$ cat config.mk
export PLATFORM = sky130hd
export DESIGN_NAME = axi_generator_flat
export DESIGN_NICKNAME = d
export VERILOG_FILES = /design/src/rtl/axi_gen_pkg.sv /design/src/rtl/axi_gen_if.sv /design/src/rtl/axi_gen_pattern.sv /design/src/rtl/axi_generator.sv /design/src/flat_wrapper.sv
export SDC_FILE = /design/constraint.sdc
export NUM_CORES = 1
export LEC_CHECK = 0
export ABC_AREA = 1
export CAP_MARGIN = 5
export CORE_ASPECT_RATIO = 1.4
export CORE_MARGIN = 1.5
export CORE_UTILIZATION = 55
export CTS_CLUSTER_DIAMETER = 50
export CTS_CLUSTER_SIZE = 40
export DETAILED_ROUTE_END_ITERATION = 12
export GPL_TIMING_DRIVEN = 0
export PLACE_DENSITY = 0.82
export SYNTH_ARGS = -nofsm -noshare
export SYNTH_HDL_FRONTEND = slang
export SYNTH_SLANG_ARGS = --single-unit
$ cat constraint.sdc
create_clock -name aclk -period 6.7 [get_ports aclk]
set_input_delay 1.34 -clock aclk [delete_from_list [all_inputs] [get_ports aclk]]
set_output_delay 1.34 -clock aclk [all_outputs]
set_load 0.05 [all_outputs]
$ cat src/rtl/axi_gen_pkg.sv
// Shared types and AXI constants for the write-pattern generator.
package axi_gen_pkg;

   typedef enum logic [2:0] {
      IDLE,
      AW,
      W,
      B,
      GAP
   } fsm_t;

   localparam logic [1:0] AXI_BURST_INCR = 2'b01;
   localparam logic [1:0] AXI_RESP_OKAY  = 2'b00;
   localparam logic [3:0] AXI_CACHE      = 4'b0011;

endpackage

$ cat src/rtl/axi_gen_if.sv
// AXI4 write-channel bundle (AW, W, B) between generator and slave.
interface axi_gen_if #(
   parameter int N_BYTES    = 4,
   parameter int ADDR_WIDTH = 20,
   parameter int ID_WIDTH   = 1
);

   logic [ID_WIDTH-1:0]    AWID;
   logic [ADDR_WIDTH-1:0]  AWADDR;
   logic [7:0]             AWLEN;
   logic [2:0]             AWSIZE;
   logic [1:0]             AWBURST;
   logic                   AWLOCK;
   logic [3:0]             AWCACHE;
   logic [2:0]             AWPROT;
   logic [3:0]             AWQOS;
   logic                   AWVALID;
   logic                   AWREADY;
   logic [N_BYTES*8-1:0]   WDATA;
   logic [N_BYTES-1:0]     WSTRB;
   logic                   WLAST;
   logic                   WVALID;
   logic                   WREADY;
   logic [ID_WIDTH-1:0]    BID;
   logic [1:0]             BRESP;
   logic                   BVALID;
   logic                   BREADY;

   modport master (
      output AWID, AWADDR, AWLEN, AWSIZE, AWBURST,
      output AWLOCK, AWCACHE, AWPROT, AWQOS, AWVALID,
      output WDATA, WSTRB, WLAST, WVALID, BREADY,
      input  AWREADY, WREADY, BID, BRESP, BVALID
   );

   modport slave (
      input  AWID, AWADDR, AWLEN, AWSIZE, AWBURST,
      input  AWLOCK, AWCACHE, AWPROT, AWQOS, AWVALID,
      input  WDATA, WSTRB, WLAST, WVALID, BREADY,
      output AWREADY, WREADY, BID, BRESP, BVALID
   );

endinterface

$ cat src/rtl/axi_gen_pattern.sv
// Write-data source: free-running beat counter or constant zeros.
module axi_gen_pattern #(
   parameter int    N_BYTES = 4,
   parameter string MODE    = "SINGLE"
) (
   input  logic                 aclk,
   input  logic                 aresetn,
   input  logic                 advance,
   output logic [N_BYTES*8-1:0] data
);

   logic [N_BYTES*8-1:0] cnt;

   // Never cleared between bursts: the stream stays contiguous.
   always_ff @(posedge aclk) begin
      if (!aresetn)
         cnt <= '0;
      else if (advance)
         cnt <= cnt + 1'b1;
   end

   assign data = (MODE == "ZEROS") ? '0 : cnt;

endmodule

$ cat src/rtl/axi_generator.sv
// AXI4 write master emitting back-to-back INCR bursts of a test pattern.
module axi_generator
   import axi_gen_pkg::*;
#(
   parameter int                  N_BYTES    = 4,
   parameter int                  ADDR_WIDTH = 20,
   parameter int                  ID_WIDTH   = 1,
   parameter string               MODE       = "SINGLE",
   parameter logic [ID_WIDTH-1:0] AWID_VALUE = '0
) (
   input  logic                  aclk,
   input  logic                  aresetn,
   input  logic                  ENABLE,
   input  logic [7:0]            BURST_LEN,
   input  logic [31:0]           PAUSE,
   input  logic [ADDR_WIDTH-1:0] BASE_ADDR,
   input  logic [ADDR_WIDTH-1:0] ADDR_RANGE,
   output logic                  BUSY,
   output logic [31:0]           BURST_CNT,
   output logic [31:0]           BRESP_ERR_CNT,
   axi_gen_if.master             m_axi
);

   localparam int AXW = ADDR_WIDTH + 2;

   fsm_t                  state;
   logic [7:0]            len_q;
   logic [7:0]            beat;
   logic [31:0]           pause_q;
   logic [31:0]           gap;
   logic [ADDR_WIDTH-1:0] addr;
   logic [AXW-1:0]        bytes;
   logic [AXW-1:0]        nxt;
   logic [AXW-1:0]        lim;
   logic                  wrap;
   logic                  w_hs;
   logic                  unused_bid;

   assign unused_bid = ^m_axi.BID;

   assign bytes = AXW'((32'(len_q) + 32'd1) * 32'(N_BYTES));
   assign nxt   = AXW'(addr) + bytes;
   assign lim   = AXW'(BASE_ADDR) + AXW'(ADDR_RANGE);
   // Wrap when the following burst would spill past the window.
   assign wrap  = (nxt + bytes) > lim;
   assign w_hs  = (state == W) && m_axi.WREADY;

   always_ff @(posedge aclk) begin
      if (!aresetn) begin
         state         <= IDLE;
         len_q         <= '0;
         beat          <= '0;
         pause_q       <= '0;
         gap           <= '0;
         addr          <= BASE_ADDR;
         BURST_CNT     <= '0;
         BRESP_ERR_CNT <= '0;
      end else begin
         unique case (state)
            IDLE: begin
               if (ENABLE) begin
                  len_q   <= BURST_LEN;
                  pause_q <= PAUSE;
                  state   <= AW;
               end
            end
            AW: begin
               if (m_axi.AWREADY) begin
                  state <= W;
                  beat  <= '0;
                  addr  <= wrap ? BASE_ADDR : ADDR_WIDTH'(nxt);
               end
            end
            W: begin
               if (m_axi.WREADY) begin
                  if (beat == len_q)
                     state <= B;
                  else
                     beat <= beat + 8'd1;
               end
            end
            B: begin
               if (m_axi.BVALID) begin
                  BURST_CNT <= BURST_CNT + 32'd1;
                  if (m_axi.BRESP != AXI_RESP_OKAY)
                     BRESP_ERR_CNT <= BRESP_ERR_CNT + 32'd1;
                  if (pause_q == 32'd0) begin
                     state <= ENABLE ? AW : IDLE;
                  end else begin
                     gap   <= pause_q - 32'd1;
                     state <= GAP;
                  end
               end
            end
            GAP: begin
               if (gap == 32'd0)
                  state <= ENABLE ? AW : IDLE;
               else
                  gap <= gap - 32'd1;
            end
            default: state <= IDLE;
         endcase
      end
   end

   axi_gen_pattern #(
      .N_BYTES (N_BYTES),
      .MODE    (MODE)
   ) u_pattern (
      .aclk    (aclk),
      .aresetn (aresetn),
      .advance (w_hs),
      .data    (m_axi.WDATA)
   );

   assign BUSY          = (state != IDLE);
   assign m_axi.AWID    = AWID_VALUE;
   assign m_axi.AWADDR  = addr;
   assign m_axi.AWLEN   = len_q;
   assign m_axi.AWSIZE  = 3'($clog2(N_BYTES));
   assign m_axi.AWBURST = AXI_BURST_INCR;
   assign m_axi.AWLOCK  = 1'b0;
   assign m_axi.AWCACHE = AXI_CACHE;
   assign m_axi.AWPROT  = 3'b000;
   assign m_axi.AWQOS   = 4'b0000;
   assign m_axi.AWVALID = (state == AW);
   assign m_axi.WSTRB   = '1;
   assign m_axi.WVALID  = (state == W);
   assign m_axi.WLAST   = (state == W) && (beat == len_q);
   assign m_axi.BREADY  = (state == B);

endmodule

$ cat src/flat_wrapper.sv
// flat-port wrapper written by rule: the top's interface ports become plain ports
module axi_generator_flat import axi_gen_pkg::*;
#(
   parameter int                  N_BYTES    = 4,
   parameter int                  ADDR_WIDTH = 20,
   parameter int                  ID_WIDTH   = 1,
   parameter string               MODE       = "      ",
   parameter logic [ID_WIDTH-1:0] AWID_VALUE = '0
)
  (aclk, aresetn, ENABLE, BURST_LEN, PAUSE, BASE_ADDR, ADDR_RANGE, BUSY, BURST_CNT, BRESP_ERR_CNT, m_axi_AWID, m_axi_AWADDR, m_axi_AWLEN, m_axi_AWSIZE, m_axi_AWBURST, m_axi_AWLOCK, m_axi_AWCACHE, m_axi_AWPROT, m_axi_AWQOS, m_axi_AWVALID, m_axi_WDATA, m_axi_WSTRB, m_axi_WLAST, m_axi_WVALID, m_axi_BREADY, m_axi_AWREADY, m_axi_WREADY, m_axi_BID, m_axi_BRESP, m_axi_BVALID);
  axi_gen_if #(.N_BYTES(N_BYTES), .ADDR_WIDTH(ADDR_WIDTH), .ID_WIDTH(ID_WIDTH)) m_axi_i ();
  input  logic aclk;
  input  logic aresetn;
  input  logic ENABLE;
  input  logic [7:0] BURST_LEN;
  input  logic [31:0] PAUSE;
  input  logic [ADDR_WIDTH-1:0] BASE_ADDR;
  input  logic [ADDR_WIDTH-1:0] ADDR_RANGE;
  output logic BUSY;
  output logic [31:0] BURST_CNT;
  output logic [31:0] BRESP_ERR_CNT;
  output wire logic [$bits(m_axi_i.AWID)-1:0] m_axi_AWID;
  output wire logic [$bits(m_axi_i.AWADDR)-1:0] m_axi_AWADDR;
  output wire logic [$bits(m_axi_i.AWLEN)-1:0] m_axi_AWLEN;
  output wire logic [$bits(m_axi_i.AWSIZE)-1:0] m_axi_AWSIZE;
  output wire logic [$bits(m_axi_i.AWBURST)-1:0] m_axi_AWBURST;
  output wire logic [$bits(m_axi_i.AWLOCK)-1:0] m_axi_AWLOCK;
  output wire logic [$bits(m_axi_i.AWCACHE)-1:0] m_axi_AWCACHE;
  output wire logic [$bits(m_axi_i.AWPROT)-1:0] m_axi_AWPROT;
  output wire logic [$bits(m_axi_i.AWQOS)-1:0] m_axi_AWQOS;
  output wire logic [$bits(m_axi_i.AWVALID)-1:0] m_axi_AWVALID;
  output wire logic [$bits(m_axi_i.WDATA)-1:0] m_axi_WDATA;
  output wire logic [$bits(m_axi_i.WSTRB)-1:0] m_axi_WSTRB;
  output wire logic [$bits(m_axi_i.WLAST)-1:0] m_axi_WLAST;
  output wire logic [$bits(m_axi_i.WVALID)-1:0] m_axi_WVALID;
  output wire logic [$bits(m_axi_i.BREADY)-1:0] m_axi_BREADY;
  input wire logic [$bits(m_axi_i.AWREADY)-1:0] m_axi_AWREADY;
  input wire logic [$bits(m_axi_i.WREADY)-1:0] m_axi_WREADY;
  input wire logic [$bits(m_axi_i.BID)-1:0] m_axi_BID;
  input wire logic [$bits(m_axi_i.BRESP)-1:0] m_axi_BRESP;
  input wire logic [$bits(m_axi_i.BVALID)-1:0] m_axi_BVALID;
  assign m_axi_AWID = m_axi_i.AWID;
  assign m_axi_AWADDR = m_axi_i.AWADDR;
  assign m_axi_AWLEN = m_axi_i.AWLEN;
  assign m_axi_AWSIZE = m_axi_i.AWSIZE;
  assign m_axi_AWBURST = m_axi_i.AWBURST;
  assign m_axi_AWLOCK = m_axi_i.AWLOCK;
  assign m_axi_AWCACHE = m_axi_i.AWCACHE;
  assign m_axi_AWPROT = m_axi_i.AWPROT;
  assign m_axi_AWQOS = m_axi_i.AWQOS;
  assign m_axi_AWVALID = m_axi_i.AWVALID;
  assign m_axi_WDATA = m_axi_i.WDATA;
  assign m_axi_WSTRB = m_axi_i.WSTRB;
  assign m_axi_WLAST = m_axi_i.WLAST;
  assign m_axi_WVALID = m_axi_i.WVALID;
  assign m_axi_BREADY = m_axi_i.BREADY;
  assign m_axi_i.AWREADY = m_axi_AWREADY;
  assign m_axi_i.WREADY = m_axi_WREADY;
  assign m_axi_i.BID = m_axi_BID;
  assign m_axi_i.BRESP = m_axi_BRESP;
  assign m_axi_i.BVALID = m_axi_BVALID;
  axi_generator #(.N_BYTES(N_BYTES), .ADDR_WIDTH(ADDR_WIDTH), .ID_WIDTH(ID_WIDTH), .MODE(MODE), .AWID_VALUE(AWID_VALUE)) u_core (.aclk(aclk), .aresetn(aresetn), .ENABLE(ENABLE), .BURST_LEN(BURST_LEN), .PAUSE(PAUSE), .BASE_ADDR(BASE_ADDR), .ADDR_RANGE(ADDR_RANGE), .BUSY(BUSY), .BURST_CNT(BURST_CNT), .BRESP_ERR_CNT(BRESP_ERR_CNT), .m_axi(m_axi_i));
endmodule
# ---- After elaboration in Yosys (flattened, before gate mapping)
# Cells that the tools add are included.
dict set report totals {
  reg_bits 199
  latchBits 0
  ram_bits 0
  rom_bits 0
  in_bits 89
  output_inout_bits 151
  word_cells 73
  n_memories 0
}
dict set report classes {
  n_addsub 10
  mul 0
  div 0
  magnitude_cmp 1
  eq_ne 16
  n_shift 0
  n_mux 21
  n_bitwise 0
  n_reduce_logical 16
}
# operator count
set ops {}
lappend ops {{32-bit by 1-bit adder with 32-bit output, second input constant} 3}
lappend ops {{32-bit two-way mux} 3}
lappend ops {{20-bit two-way mux} 4}
lappend ops {{32-bit logical NOT} 2}
lappend ops {{32-bit one-hot mux with 2 select lines} 1}
lappend ops {{32-bit by 1-bit subtractor with 32-bit output, second input constant} 2}
lappend ops {{8-bit two-way mux} 3}
lappend ops {{20-bit by 22-bit adder with 22-bit output} 1}
lappend ops {{22-bit adder} 1}
lappend ops {{22-bit greater-than comparator} 1}
lappend ops {{20-bit by 20-bit adder with 21-bit output} 1}
lappend ops {{3-bit two-way mux} 7}
lappend ops {{8-bit one-hot mux with 2 select lines} 1}
lappend ops {{3-bit one-hot mux with 5 select lines} 1}
lappend ops {{2-bit by 1-bit inequality test with 1-bit output, second input constant} 7}
lappend ops {{8-bit by 1-bit adder with 9-bit output, second input constant} 1}
lappend ops {{8-bit by 1-bit adder with 8-bit output, second input constant} 1}
lappend ops {{8-bit == test} 1}
lappend ops {{2-bit inequality test, second input constant} 4}
lappend ops {{4-bit AND reduction} 2}
lappend ops {{3-bit by 2-bit == test with 1-bit output, second input constant} 2}
lappend ops {{2-bit AND reduction} 3}
lappend ops {{6-bit AND reduction} 1}
lappend ops {{2-bit nonzero test} 3}
lappend ops {{other kinds (7)} 8}

# ---- Logic depth before layout (Yosys ltp)
dict set report logic_depth {
  depth_word 8
  depth_mapped 33
  depth_no_buf 32
}

# ---- Hierarchy
# A second synthesis with hierarchy kept.
dict set report unflattened {
  cells_unflattened 2173
  hier_area_um2 14068.5
}
# module instances cells_each area_per_inst_um2 seq_area_each_um2
set modules_own_cells {}
lappend modules_own_cells {axi_generator 1 1913 12318.1 3543.4}
lappend modules_own_cells {axi_gen_pattern 1 260 1750.4 640.6}

# ---- Worst setup path after synthesis
# Ideal clock, no wire load.
dict set report synth_path {
  path_type {flip-flop to flip-flop}
  from {reg u_core.len_q[0], in the netlist u_core.m_axi.AWLEN[0]}
  to {reg u_core.addr[10], in the netlist u_core.m_axi.AWADDR[10], data pin}
  setup_time_ns 0.132
  arrival_time_ns 5.124
  required_ns 6.568
  slack_ns 1.444
  path_stages_with_launch 34
  path_buffers 2
  period_less_slack_ns 5.256
  cell_sequence {dfxtp_1 inv_1 nor3_1 nand3_1 nor3_1 xor2_1 ha_1 nand2_1 inv_1 nand2_1 nand2_1 inv_1 nand2_1 xor2_1 ha_1 nand2_1 nor2_1 nand3_1 nand3_1 nand3_1 nor2_1 nand2_1 nand2_1 nand2_1 ha_1 a21oi_1 o21ai_0 a21oi_1 nand3_1 nand2_1 clkbuf_1 buf_1 nand3_1 nand2_1}
}
dict set report synth_via {
  elab_chain_cells 8
}
# element line
set synth_lines {}
lappend synth_lines {{start: declaration} axi_generator.sv:27} ;# logic [7:0] len_q;
lappend synth_lines {{start signal: assignment} axi_generator.sv:51} ;# len_q <= '0;
lappend synth_lines {{start signal: assignment} axi_generator.sv:62} ;# len_q <= BURST_LEN;
lappend synth_lines {{8-bit by 1-bit adder with 9-bit output *} axi_generator.sv:41} ;# assign bytes = AXW'((32'(len_q) + 32'd1) * 32'(N_BYTES));
lappend synth_lines {{20-bit by 22-bit adder with 22-bit output} axi_generator.sv:42} ;# assign nxt = AXW'(addr) + bytes;
lappend synth_lines {{22-bit adder} axi_generator.sv:45} ;# assign wrap = (nxt + bytes) > lim;
lappend synth_lines {{22-bit greater-than comparator} axi_generator.sv:45}
lappend synth_lines {{20-bit two-way mux *} axi_generator.sv:71} ;# addr <= wrap ? BASE_ADDR : ADDR_WIDTH'(nxt);
lappend synth_lines {{20-bit two-way mux *} axi_generator.sv:68} ;# if (m_axi.AWREADY) begin
lappend synth_lines {{20-bit two-way mux *} axi_generator.sv:59} ;# unique case (state)
lappend synth_lines {{20-bit two-way mux *} axi_generator.sv:49} ;# if (!aresetn) begin
lappend synth_lines {{end signal: assignment} axi_generator.sv:71}
lappend synth_lines {{end: declaration} axi_generator.sv:31} ;# logic [ADDR_WIDTH-1:0] addr;
# Every way passes the cells marked *; elsewhere a longest branch is shown, timed or not. The select of a mux whose other input is x is not followed.
# A chain may end at the register's enable or synchronous reset.

# ---- Final worst setup path
dict set report layout_path {
  from {reg u_core.len_q[0], in the netlist u_core.m_axi.AWLEN[0]}
  to {reg u_core.addr[18], in the netlist u_core.m_axi.AWADDR[18], data pin}
}
# Same word-level chain as after synthesis.

==> reports/metrics.csv <==
metric,value,unit
drive_above_1_share,4.64,%
antenna_found_initial,0,
die_area,0.0267,mm^2
insertion_delay,450,ps
port_buffers,215,
wl_per_cell,16.3,um
area_growth,22.5,%
critical-path-top-delay-family,simple AND/OR/NAND/NOR gates,
drtIter0Drc,963,
grt_pass1_wl,70.7,mm
arrival,6600,ps
vias,15309,
grt_usage,33.0,%
die_h,193,um
max_freq,159,MHz
outcome,completed,
cts-buffers-inserted,17,
io_pins,240,
rows,69,
tightest_slew,1050,ps
slew_viol_final,0,
detail-route-antenna-nets,0,
synthTopCellsByArea,"dfxtp_1 (25%), nand2_1 (14%), inv_1 (7.6%), nor2_1 (6.1%), ha_1 (5.9%)",
min_period_over_period,94.1,%
r2r_slack,400,ps
startpoint_type,flop,
synth_top_area_share,25.3,%
fin_cells,2774,
cts_hold_buf,0,
seq_area_frac_synth,29.5,%
cts_max_path_buffers,2,
relSlewSlack,29.7,%
power,5.74,mW
hp-class,reg -> reg,
tritoncts,built,
final.setup_skew,11.7,ps
syn_inst,2190,
vdd.ir_drop.worst,0.285,mV
core,0.0254,mm^2
clk_pin_slew,70,ps
synth.distinct_cells,50,
drc,0,
synth.largest_area_cell,dfxtp_1,
post-route-cell-area,0.0173,mm^2
grt_max_degree,22,
die_x,139,um
rsz0062_at_grt,false,
cp_slowest_cell,dfxtp_1,
fin_crit,6300,ps
synth.avg_cell_area,6.47,um^2
p_leak,7.70,nW
grt_pass1_vias,14241,
tns,0,ps
setup_viol,0,
max-cap-violations,0,
viasPerCell,5.52,
hpwl,36.0,mm
start_util,55.8,%
cts_htree_levels,4,
ctsRootBufferMaster,clkbuf_16,
path_max_fanout,10,
worst-path-buf-inv,5,
endpoint_kind,flop,
ys_warn_count,0,
gr-total-overflow,0,
final_nets,2603,
whs,487,ps
finalHoldViolCount,0,
cp_common_cell,nand2_1,
drtPass1Iterations,5,
antenna_cells,0,
cellPowerDensity,331,mW/mm^2
crit_type,reg -> reg,
synth_seq_cells,199,
dpl_cell_area,0.0168,mm^2
crit_path_max_incr_delay,460,ps
gp_congestion,0.953,
routed_wl,45.2,mm
required,7000,ps
cts.sinks,199,
dp.cells,2744,
synth_area,0.0142,mm^2
## tightest hold or removal path, cell delays in order (launching register included)
cell	delay, ps
dfxtp_1	300
inv_1	80
a21oi_1	60
## synthesized netlist by cell type (all sizes together)
master and n:
and3 4, clkinv 1, o21a 8, a221oi 1, nor2 247, nor3b 4, xor2 71, clkbuf 42
o22ai 1, a211oi 1, a21boi 4, fa 3, a31oi 3, nand2 539, o31ai 1, conb 2
o21ba 1, a31o 2, buf 34, nand3 164, o21bai 8, inv 291, a21o 5, nand3b 8
nor3 58, nor4 7, xnor2 32, dfxtp 179, or2 5, a21oi 165, o211ai 4, ha 67
edfxtp 20, o21ai 151, nand4 57
## stage by stage
step	setup slack (ps)	util (%)
after floorplan	1440	-
after global placement	547	66.1
after detailed placement	430	66.1
after CTS	407	68.3
after global routing	22.6	68.3
final	395	68.3
## flip-flops by register name, summed over array words and instances (netlist names)
signal / flops
u_core.BRESP_ERR_CNT: 32
u_core.BURST_CNT: 32
u_core.beat: 8
u_core.gap: 32
u_core.m_axi.AWADDR: 20
u_core.m_axi.AWLEN: 8
u_core.pause_q: 32
u_core.state: 3
u_core.u_pattern.data: 32
## final timing paths
kind,start,to,depth (start not counted)
setup / recovery,u_core.m_axi.AWLEN[0],u_core.m_axi.AWADDR[18],33
hold / removal,u_core.pause_q[1],u_core.pause_q[1],2
setup reg to reg,u_core.m_axi.AWLEN[0],u_core.m_axi.AWADDR[18],33
hold reg to reg,u_core.pause_q[1],u_core.pause_q[1],2
## layer usage
metal	track usage (%)	up-vias	part of all wire, %
li1	-	7596	-
met1	40.2	7069	42
met2	57.4	540	48
met3	5.66	104	6.8
met4	14.2	0	3.9
met5	0	-	0
## layout by cell type (no fill, tap or decap), types with 5 or more instances in the layout
cell type	n
clkdlybuf4s50_1	215
o21ai_1	20
buf_4	22
dfxtp_1	179
o21a_1	8
o21ai_2	16
nand3_1	161
conb_1	22
nand2_2	6
nor2_1	229
nor2_2	15
a21oi_1	165
a21o_1	5
o21bai_1	8
o21ai_0	115
clkbuf_1	45
clkbuf_16	18
xnor2_1	32
buf_6	6
xor2_1	71
edfxtp_1	20
ha_1	67
inv_1	287
nand2_1	532
nand3b_1	8
nor4_1	7
nor3_1	57
nand4_1	57
## kinds of logic (layout without fill, tap and decap cells)
family          after synthesis  after routing  synth area share [%]
simple gates               1093           1093                  33.3
buf+inv                     368            613                  10.8
compound gates              355            355                  13.7
flops                       199            199                  29.5
xor+xnor                    103            103                  6.37
fa+ha+maj                    70             70                  6.34
other cells                   2             22                0.0530
## what timing repair did
action	4_1_cts	5_1_grt
gates resized for setup	0	3
buffers inserted	0	0
endpoints found under the setup margin	0	10
## area by class of cell
type	count	area, um^2
plain buffers	76	430
clock buffers	22	465
clock inverters	8	88.8
fillers	2284	8040
inverters	292	1100
multi-input cells	1643	8530
flip-flops and latches	199	4180
well taps	319	399
repair buffers	215	2150
## power by group
group	switching [mW]	total (mW)	internal [mW]
Combinational	2.10	3.18	1.08
Clock	0.483	1.02	0.539
Sequential	0.154	1.54	1.38
Total	2.74	5.74	3.00
Power figures use the tool's default switching activity.
